[src/rtl/serial_parity_rx_if.sv]
// Handshake bundle between a serial bit source / word consumer and the
// serial_parity_rx front end.
interface serial_parity_rx_if #(
  parameter int DATA_WIDTH = 32
);
  logic                  bitin;
  logic                  bitvalid;
  logic                  outack;
  logic [DATA_WIDTH-1:0] dataout;
  logic                  parityout;
  logic                  outvalid;
  logic                  parityerr;
  logic                  frameerr;
  logic                  overrun;
  logic                  busy;

  // Source of the bit stream and consumer of assembled words.
  modport master (
    output bitin, bitvalid, outack,
    input  dataout, parityout, outvalid, parityerr, frameerr, overrun, busy
  );

  // The receiver itself.
  modport slave (
    input  bitin, bitvalid, outack,
    output dataout, parityout, outvalid, parityerr, frameerr, overrun, busy
  );
endinterface

[src/rtl/serial_parity_rx.sv]
// Serial frame receiver: start bit, DATA_WIDTH data bits LSB first, parity
// bit, stop bit. Assembles the word, checks parity in-line and holds the
// result behind a valid/ack handshake.
module serial_parity_rx #(
  parameter int DATA_WIDTH = 32,
  parameter bit ODD        = 1'b0
) (
  input logic               clk,
  input logic               rst,
  serial_parity_rx_if.slave bus
);

  localparam int CW = $clog2(DATA_WIDTH + 1);
  localparam logic [CW-1:0] LAST_BIT = CW'(DATA_WIDTH - 1);

  typedef enum logic [1:0] {
    IDLE,
    DATA,
    PARITY,
    STOP
  } state_t;

  state_t                state;
  state_t                state_next;
  logic [CW-1:0]         cnt;
  logic [DATA_WIDTH-1:0] shreg;
  logic                  run_par;
  logic                  par_bit;
  logic                  frame_done;
  logic                  frame_bad;

  logic [DATA_WIDTH-1:0] data_q;
  logic                  parity_q;
  logic                  valid_q;
  logic                  perr_q;
  logic                  ferr_q;
  logic                  overrun_q;

  // State register; transitions are decided in the next-state process.
  always_ff @(posedge clk) begin
    // NOTE: sequential state uses non-blocking assignments so every register
    // samples the pre-edge values, independent of statement order.
    if (rst) state <= IDLE;
    else     state <= state_next;
  end

  // Next-state logic plus frame completion / framing-error strobes.
  always_comb begin
    // NOTE: every signal gets a default first so no path leaves it unassigned
    // and no latch is inferred.
    state_next = state;
    frame_done = 1'b0;
    frame_bad  = 1'b0;
    if (bus.bitvalid) begin
      unique case (state)
        IDLE:   if (!bus.bitin) state_next = DATA;
        DATA:   if (cnt == LAST_BIT) state_next = PARITY;
        PARITY: state_next = STOP;
        STOP: begin
          state_next = IDLE;
          frame_done = bus.bitin;
          frame_bad  = !bus.bitin;
        end
        default: state_next = IDLE;
      endcase
    end
  end

  // Bit assembly: shift register, running parity and bit counter.
  always_ff @(posedge clk) begin
    if (rst) begin
      cnt     <= '0;
      shreg   <= '0;
      run_par <= 1'b0;
      par_bit <= 1'b0;
    end else if (bus.bitvalid) begin
      unique case (state)
        IDLE: begin
          if (!bus.bitin) begin
            cnt     <= '0;
            run_par <= 1'b0;
          end
        end
        DATA: begin
          // Shifting in from the top leaves the first data bit in bit 0
          // once DATA_WIDTH bits have arrived.
          shreg   <= {bus.bitin, shreg[DATA_WIDTH-1:1]};
          run_par <= run_par ^ bus.bitin;
          cnt     <= cnt + CW'(1);
        end
        PARITY: par_bit <= bus.bitin;
        default: ;
      endcase
    end
  end

  // Output holding register, handshake, framing-error pulse and overrun.
  always_ff @(posedge clk) begin
    if (rst) begin
      data_q    <= '0;
      parity_q  <= 1'b0;
      valid_q   <= 1'b0;
      perr_q    <= 1'b0;
      ferr_q    <= 1'b0;
      overrun_q <= 1'b0;
    end else begin
      ferr_q <= frame_bad;
      if (frame_done) begin
        if (!valid_q || bus.outack) begin
          data_q   <= shreg;
          parity_q <= par_bit;
          perr_q   <= par_bit ^ run_par ^ ODD;
          valid_q  <= 1'b1;
        end else begin
          // Consumer still holds the previous word: drop the new one.
          overrun_q <= 1'b1;
        end
      end else if (valid_q && bus.outack) begin
        valid_q <= 1'b0;
      end
    end
  end

  assign bus.dataout   = data_q;
  assign bus.parityout = parity_q;
  assign bus.outvalid  = valid_q;
  assign bus.parityerr = perr_q;
  assign bus.frameerr  = ferr_q;
  assign bus.overrun   = overrun_q;
  assign bus.busy      = (state != IDLE);

endmodule
[src/flat_wrapper.sv]
// flat-port wrapper written by rule: the top's interface ports become plain ports
module serial_parity_rx_flat 
#(
  parameter int DATA_WIDTH = 32,
  parameter bit ODD        = 1'b0
)
  (clk, rst, bus_bitin, bus_bitvalid, bus_outack, bus_dataout, bus_parityout, bus_outvalid, bus_parityerr, bus_frameerr, bus_overrun, bus_busy);
  serial_parity_rx_if #(.DATA_WIDTH(DATA_WIDTH)) bus_i ();
  input logic clk;
  input logic rst;
  input wire logic [$bits(bus_i.bitin)-1:0] bus_bitin;
  input wire logic [$bits(bus_i.bitvalid)-1:0] bus_bitvalid;
  input wire logic [$bits(bus_i.outack)-1:0] bus_outack;
  output wire logic [$bits(bus_i.dataout)-1:0] bus_dataout;
  output wire logic [$bits(bus_i.parityout)-1:0] bus_parityout;
  output wire logic [$bits(bus_i.outvalid)-1:0] bus_outvalid;
  output wire logic [$bits(bus_i.parityerr)-1:0] bus_parityerr;
  output wire logic [$bits(bus_i.frameerr)-1:0] bus_frameerr;
  output wire logic [$bits(bus_i.overrun)-1:0] bus_overrun;
  output wire logic [$bits(bus_i.busy)-1:0] bus_busy;
  assign bus_i.bitin = bus_bitin;
  assign bus_i.bitvalid = bus_bitvalid;
  assign bus_i.outack = bus_outack;
  assign bus_dataout = bus_i.dataout;
  assign bus_parityout = bus_i.parityout;
  assign bus_outvalid = bus_i.outvalid;
  assign bus_parityerr = bus_i.parityerr;
  assign bus_frameerr = bus_i.frameerr;
  assign bus_overrun = bus_i.overrun;
  assign bus_busy = bus_i.busy;
  serial_parity_rx #(.DATA_WIDTH(DATA_WIDTH), .ODD(ODD)) u_core (.clk(clk), .rst(rst), .bus(bus_i));
endmodule
[config.mk]
export PLATFORM = sky130hd
export DESIGN_NAME = serial_parity_rx_flat
export DESIGN_NICKNAME = d
export VERILOG_FILES = /design/src/rtl/serial_parity_rx_if.sv /design/src/rtl/serial_parity_rx.sv /design/src/flat_wrapper.sv
export SDC_FILE = /design/constraint.sdc
export NUM_CORES = 1
export LEC_CHECK = 0
export ABC_AREA = 1
export ABC_CLOCK_PERIOD_IN_PS = 1400
export CAP_MARGIN = 20
export CORE_MARGIN = 2
export CORE_UTILIZATION = 48
export DETAILED_ROUTE_END_ITERATION = 7
export GPL_ROUTABILITY_DRIVEN = 1
export GPL_TIMING_DRIVEN = 0
export HOLD_SLACK_MARGIN = 0.03
export PLACE_DENSITY = 0.75
export SYNTH_ARGS = -nofsm -noshare
export SYNTH_HDL_FRONTEND = slang
export SYNTH_SLANG_ARGS = --single-unit
[constraint.sdc]
create_clock -name clk -period 1.4 [get_ports clk]
set_clock_uncertainty 0.1 [all_clocks]
set_input_delay 0.28 -clock clk [delete_from_list [all_inputs] [get_ports clk]]
set_output_delay 0.28 -clock clk [all_outputs]
set_load 0.01 [all_outputs]
==> results of run 1 <==
sequential cells by signal, indices dropped and copies added, names as in the netlist:
register              count
u_core.state              2
u_core.bus.overrun        1
u_core.bus.parityerr      1
u_core.cnt                6
u_core.par_bit            1
u_core.bus.dataout       32
u_core.bus.frameerr       1
u_core.bus.outvalid       1
u_core.run_par            1
u_core.bus.parityout      1
u_core.shreg             32
cell type report:
type / instances / share of cell area (%)
sequential: 79 / 36.5
multi-input combinational: 262 / 35.4
timing repair buffer: 70 / 15.3
buffer: 20 / 4.56
clock buffer: 13 / 3.64
tap: 75 / 2.15
inverter: 20 / 2.12
clock inverter: 3 / 0.402
cells by family after synthesis:
kind of cell | count (synthesis)
AO/OA/AOI/OAI | 82
buffers and inverters | 40
flip-flops | 79
adder cells (fa/ha/maj) | 5
XOR/XNOR | 1
AND/OR/NAND/NOR | 174
synthesized netlist by cell type:
cell / number / area [µm²]
o21a_1: 1 / 7.51
nand3_1: 7 / 35.0
xnor2_1: 1 / 8.76
a311oi_1: 1 / 8.76
clkbuf_1: 8 / 30.0
nor2_1: 138 / 518
nor3_1: 1 / 5.00
buf_1: 1 / 3.75
nand3b_1: 1 / 7.51
inv_1: 19 / 71.3
nand3_2: 1 / 10.0
dfxtp_1: 79 / 1580
ha_1: 5 / 62.6
nand4_1: 3 / 18.8
a21oi_1: 12 / 60.1
buf_4: 1 / 7.51
buf_6: 3 / 33.8
inv_2: 1 / 3.75
or2_2: 1 / 6.26
buf_2: 6 / 30.0
nor2_4: 1 / 11.3
nand2_1: 21 / 78.8
clkbuf_2: 1 / 5.00
o21ai_0: 67 / 335
o21bai_1: 1 / 7.51
final timing paths:
check	depth (start not counted)	slack, ps	end
setup / recovery	9	-220	u_core.bus.dataout[15]
hold / removal	2	380	u_core.bus.overrun
setup reg to reg	9	-220	u_core.bus.dataout[15]
hold reg to reg	2	380	u_core.bus.overrun
power breakdown:
group,switching (mW),internal (mW),total (mW)
sequential,0.118,2.35,2.47
clock,0.799,0.737,1.54
combinational,0.398,0.358,0.755
per-stage QoR:
stage	instance area, µm²	instances
final	4360	542
after global routing	4360	542
after CTS	4150	536
after detailed placement	3460	498
after global placement	3460	498
after floorplan	2950	381
critical path, delay by kind of cell, from the launching register on:
kind	cells	cell delay [ps]
buf+inv	4	480
flops	1	390
simple gates	3	390
fa+ha+maj	1	140
compound gates	1	60
layout by cell type, fill, tap and decap left out, drive strengths merged:
master	instances
a21oi	12
a311oi	1
buf	43
clkbuf	20
clkdlybuf4s15	5
clkdlybuf4s50	2
clkinv	3
clkinvlp	1
dfxtp	79
dlygate4sd2	33
ha	5
inv	19
nand2	21
nand3	8
nand3b	1
nand4	3
nor2	139
nor3	1
o21a	1
o21ai	67
o21bai	1
or2	1
xnor2	1
per-layer routing:
layer	global-route usage, %	part of all wire (%)	wire length (µm)	vias up
li1	-	-	-	1397
met5	0	0	0	-
met2	39.9	50	3880	103
met3	5.65	5.9	458	17
met4	9.00	2.1	165	0
met1	28.3	42	3280	1330
timing repair:
item | 4_1_cts | 5_1_grt
endpoints found under the setup margin | 113 | 79
buffers inserted | 16 | 5
pin swaps | 27 | 20
resized for setup | 183 | 78
cloned | 6 | 1
==> impl_metrics.ini, run 1 <==
[global_routing]
grt_max_degree = 13
grt_overflow = 0
grt_usage_pct = 23.4
antenna_found_initial = 0
grt_pass1_wl_um = 11900
grt_pass1_vias = 2647

[finish]
diodes = 0
fillers = 456
drive_above_1_share_pct = 31.0
multi_input_comb_area_um2 = 1540
area_growth_pct = 48.0
regArea_um2 = 1590
utilization_pct = 73.7
nets = 472

[synthesis]
synth_simple_gate_area_share_pct = 23.4
synth_top_family_by_area = simple AND/OR/NAND/NOR gates
synth_nets = 391
ys_ff_latch = 79
synth_xor_area_share_pct = 0.297
ys_types = 25
seq_area_frac_synth_pct = 53.7
synth_fa_ha_area_share_pct = 2.12
yosys_warnings = 0
syn_area_um2 = 2950
syn_inst = 381
synthMuxAreaShare_pct = 0
synth_compound_area_share_pct = 14.2
syn_area_per_cell_um2 = 7.74

[critical_path]
r2r_start = u_core.state[0]
crit_path_cell_trace = buf_6 > ha_4 > nand3_4 > nor2_4 > buf_4 > buf_6 > buf_6 > o21ai_2 > nor2_1
crit_path_start = u_core.state[0]
worstSetupPathType = reg2reg
worst-path-max-fanout = 5
cp_slowest_stage_delay_ps = 390
crit_top_cell = buf_6
critical_path_required_ps = 1580
end_kind = register
worstSetupStartpointType = register
cpMaxStageDelayCell = dfxtp_4
arrival_ps = 1800

[timing]
slew_viol_final = 0
min_period_ps = 1620
rsz0062_at_grt = yes
setup_viol = 73
tns_ps = -9090
hold_violations = 0
max_freq_mhz = 618
worst_pin_slew_ps = 467
relSlewSlack_pct = 68.9
fin_ws_ps = -218
holdWs_ps = 380
finalCritPeriodShare_pct = 116

[cts]
clk_pin_slew_ps = 80
clockBufferDepth = 2
root_buffer = clkbuf_8
clkLatencyLatePin_ps = 340
h-tree-depth = 3
postCtsHoldBufs = 0
cts_tree = yes
cts_made_buffers = 9
cts_sinks = 79

[floorplan]
start_util_pct = 49.8
coreArea_um2 = 5920
die_area_um2 = 6780
die_w_um = 82.4
row_count = 28
io-pin-count = 43
chipHeight_um = 82.4

[pwr]
power_density_nw_per_um2 = 1090
peakVddDrop_mv = 0.675
leakagePower_nw = 1.95
power.total_mw = 4.76

[drt]
drt-pass1-iter-count = 5
wirelength_um = 7790
ant_nets = 0
wl_per_cell_um = 14.4
drtIter0Drc = 212
drt-vias-per-instance = 5.25
drcViolationCount = 0
routed-via-count = 2847

[run_status]
violations = negative setup slack
status = finished, violations left

[hold_path]
holdCritStartpoint = u_core.bus.overrun
hp-class = reg2reg

[job]
cap_violations = 0

[place]
port_buffers = 42
dp_hpwl_um = 4090
place_ws_ps = -580
place_congestion = 0.834
(Power assumes the default switching activity.)
==> run 2, diff against run 1 <==
MAX_ROUTING_LAYER = met4   (was unset)
==> impl_metrics.ini, run 2 (synthesis gave the netlist of run 1 again) <==
[floorplan]
die_area_um2 = 6780
row_count = 28
chipHeight_um = 82.4
start_util_pct = 49.8
io-pin-count = 43
coreArea_um2 = 5920
die_w_um = 82.4

[timing]
min_period_ps = 1610
fin_ws_ps = -212
finalCritPeriodShare_pct = 115
rsz0062_at_grt = yes
relSlewSlack_pct = 69.0
max_freq_mhz = 620
hold_violations = 0
setup_viol = 73
worst_pin_slew_ps = 465
slew_viol_final = 0

[finish]
utilization_pct = 73.7
drive_above_1_share_pct = 31.0
final_cell_mix = nor2_1 (103), dfxtp_1 (76), dlygate4sd2_1 (33)
mostFrequentLayoutCell = nor2_1
final_area_um2 = 4360
layoutNonFillerInstCount = 542
nets = 472
area_growth_pct = 48.0
fillers = 456
diodes = 0

[global_routing]
grt_max_degree = 13
grt_pass1_wl_um = 11900
grtUsageMet3_pct = 5.98
antenna_found_initial = 0
busiest_layer = met2
grt_pass1_vias = 2647
use_met2_pct = 39.9
grtUsageMet1_pct = 28.3
grt_usage_pct = 24.1
grt_overflow = 0

[run_status]
status = finished, violations left
violations = negative setup slack

[drt]
ant_nets = 0
wl_per_cell_um = 14.3
routed-via-count = 2823
drcViolationCount = 0
drt-vias-per-instance = 5.21
drtIter0Drc = 197
wirelength_um = 7780
drt-pass1-iter-count = 4

[job]
cap_violations = 0

[cts]
cts_tree = yes
cts_sinks = 79
postCtsHoldBufs = 0
clkLatencyLatePin_ps = 350
h-tree-depth = 3
cts_made_buffers = 9
clockBufferDepth = 2
root_buffer = clkbuf_8
clk_pin_slew_ps = 80

[pwr]
power.total_mw = 4.77
power_density_nw_per_um2 = 1090
peakVddDrop_mv = 0.676
leakagePower_nw = 1.95

[place]
dp_cells = 498
dp_hpwl_um = 4090
port_buffers = 42
place_congestion = 0.847
place_ws_ps = -580
post_dp_cell_area_um2 = 3460

[hold_path]
hp-class = reg2reg

[critical_path]
worstSetupStartpointType = register
end_kind = register
worst-path-max-fanout = 5
worstSetupPathType = reg2reg
critical_path_required_ps = 1590
arrival_ps = 1800
## run 2: cell counts in the layout (fill, tap and decap cells not counted)
Identical to the previous run, type by type.
## run 2: layout make-up
class                      instances  area (µm²)  share of cell area (%)
sequential                        79        1590                    36.5
multi-input combinational        262        1540                    35.4
timing repair buffer              70         666                    15.3
buffer                            20         199                    4.56
clock buffer                      13         159                    3.64
tap                               75        93.8                    2.15
inverter                          20        92.6                    2.12
clock inverter                     3        17.5                   0.402
## run 2: routing by layer
layer | routed length, µm | up-vias
met2 | 3830 | 85
li1 | - | 1395
met3 | 434 | 17
met5 | 0 | -
met4 | 151 | 0
met1 | 3360 | 1326
## run 2: critical path, stage by stage, from the launching register on
cell and delay [ps]:
dfxtp_4 390, buf_6 110, ha_4 140, nand3_4 90, nor2_4 200, buf_4 150, buf_6 100, buf_6 120
o21ai_2 50, nor2_1 100
## run 2: power breakdown
group	leakage, nW	switching [mW]	internal (mW)
clock network	0.0894	0.806	0.737
logic	1.22	0.398	0.358
registers	0.642	0.119	2.35
total	1.95	1.32	3.45
## run 2: path summary, 6_finish.rpt
kind | startpoint | end | slack, ps | depth (start not counted)
worst max-delay path | u_core.state[0] | u_core.bus.dataout[15] | -210 | 9
worst min-delay path | u_core.bus.overrun | u_core.bus.overrun | 380 | 2
worst max register to register | u_core.state[0] | u_core.bus.dataout[15] | -210 | 9
worst min register to register | u_core.bus.overrun | u_core.bus.overrun | 380 | 2
## run 2: through the flow
step / TNS [ps] / hold WS (ps)
after global placement: -34320 / 350
after global routing: -13340 / 395
after CTS: -5890 / 361
after floorplan: 0 / 249
after detailed placement: -34990 / 355
final: -8660 / 379
## run 2: what timing repair did
action / in CTS / in global routing
pin swaps: 27 / 20
endpoints found under the setup margin: 113 / 79
endpoints found under the hold margin: 0 / 0
gates cloned: 6 / 1
setup buffers: 16 / 5
resized for setup: 183 / 78
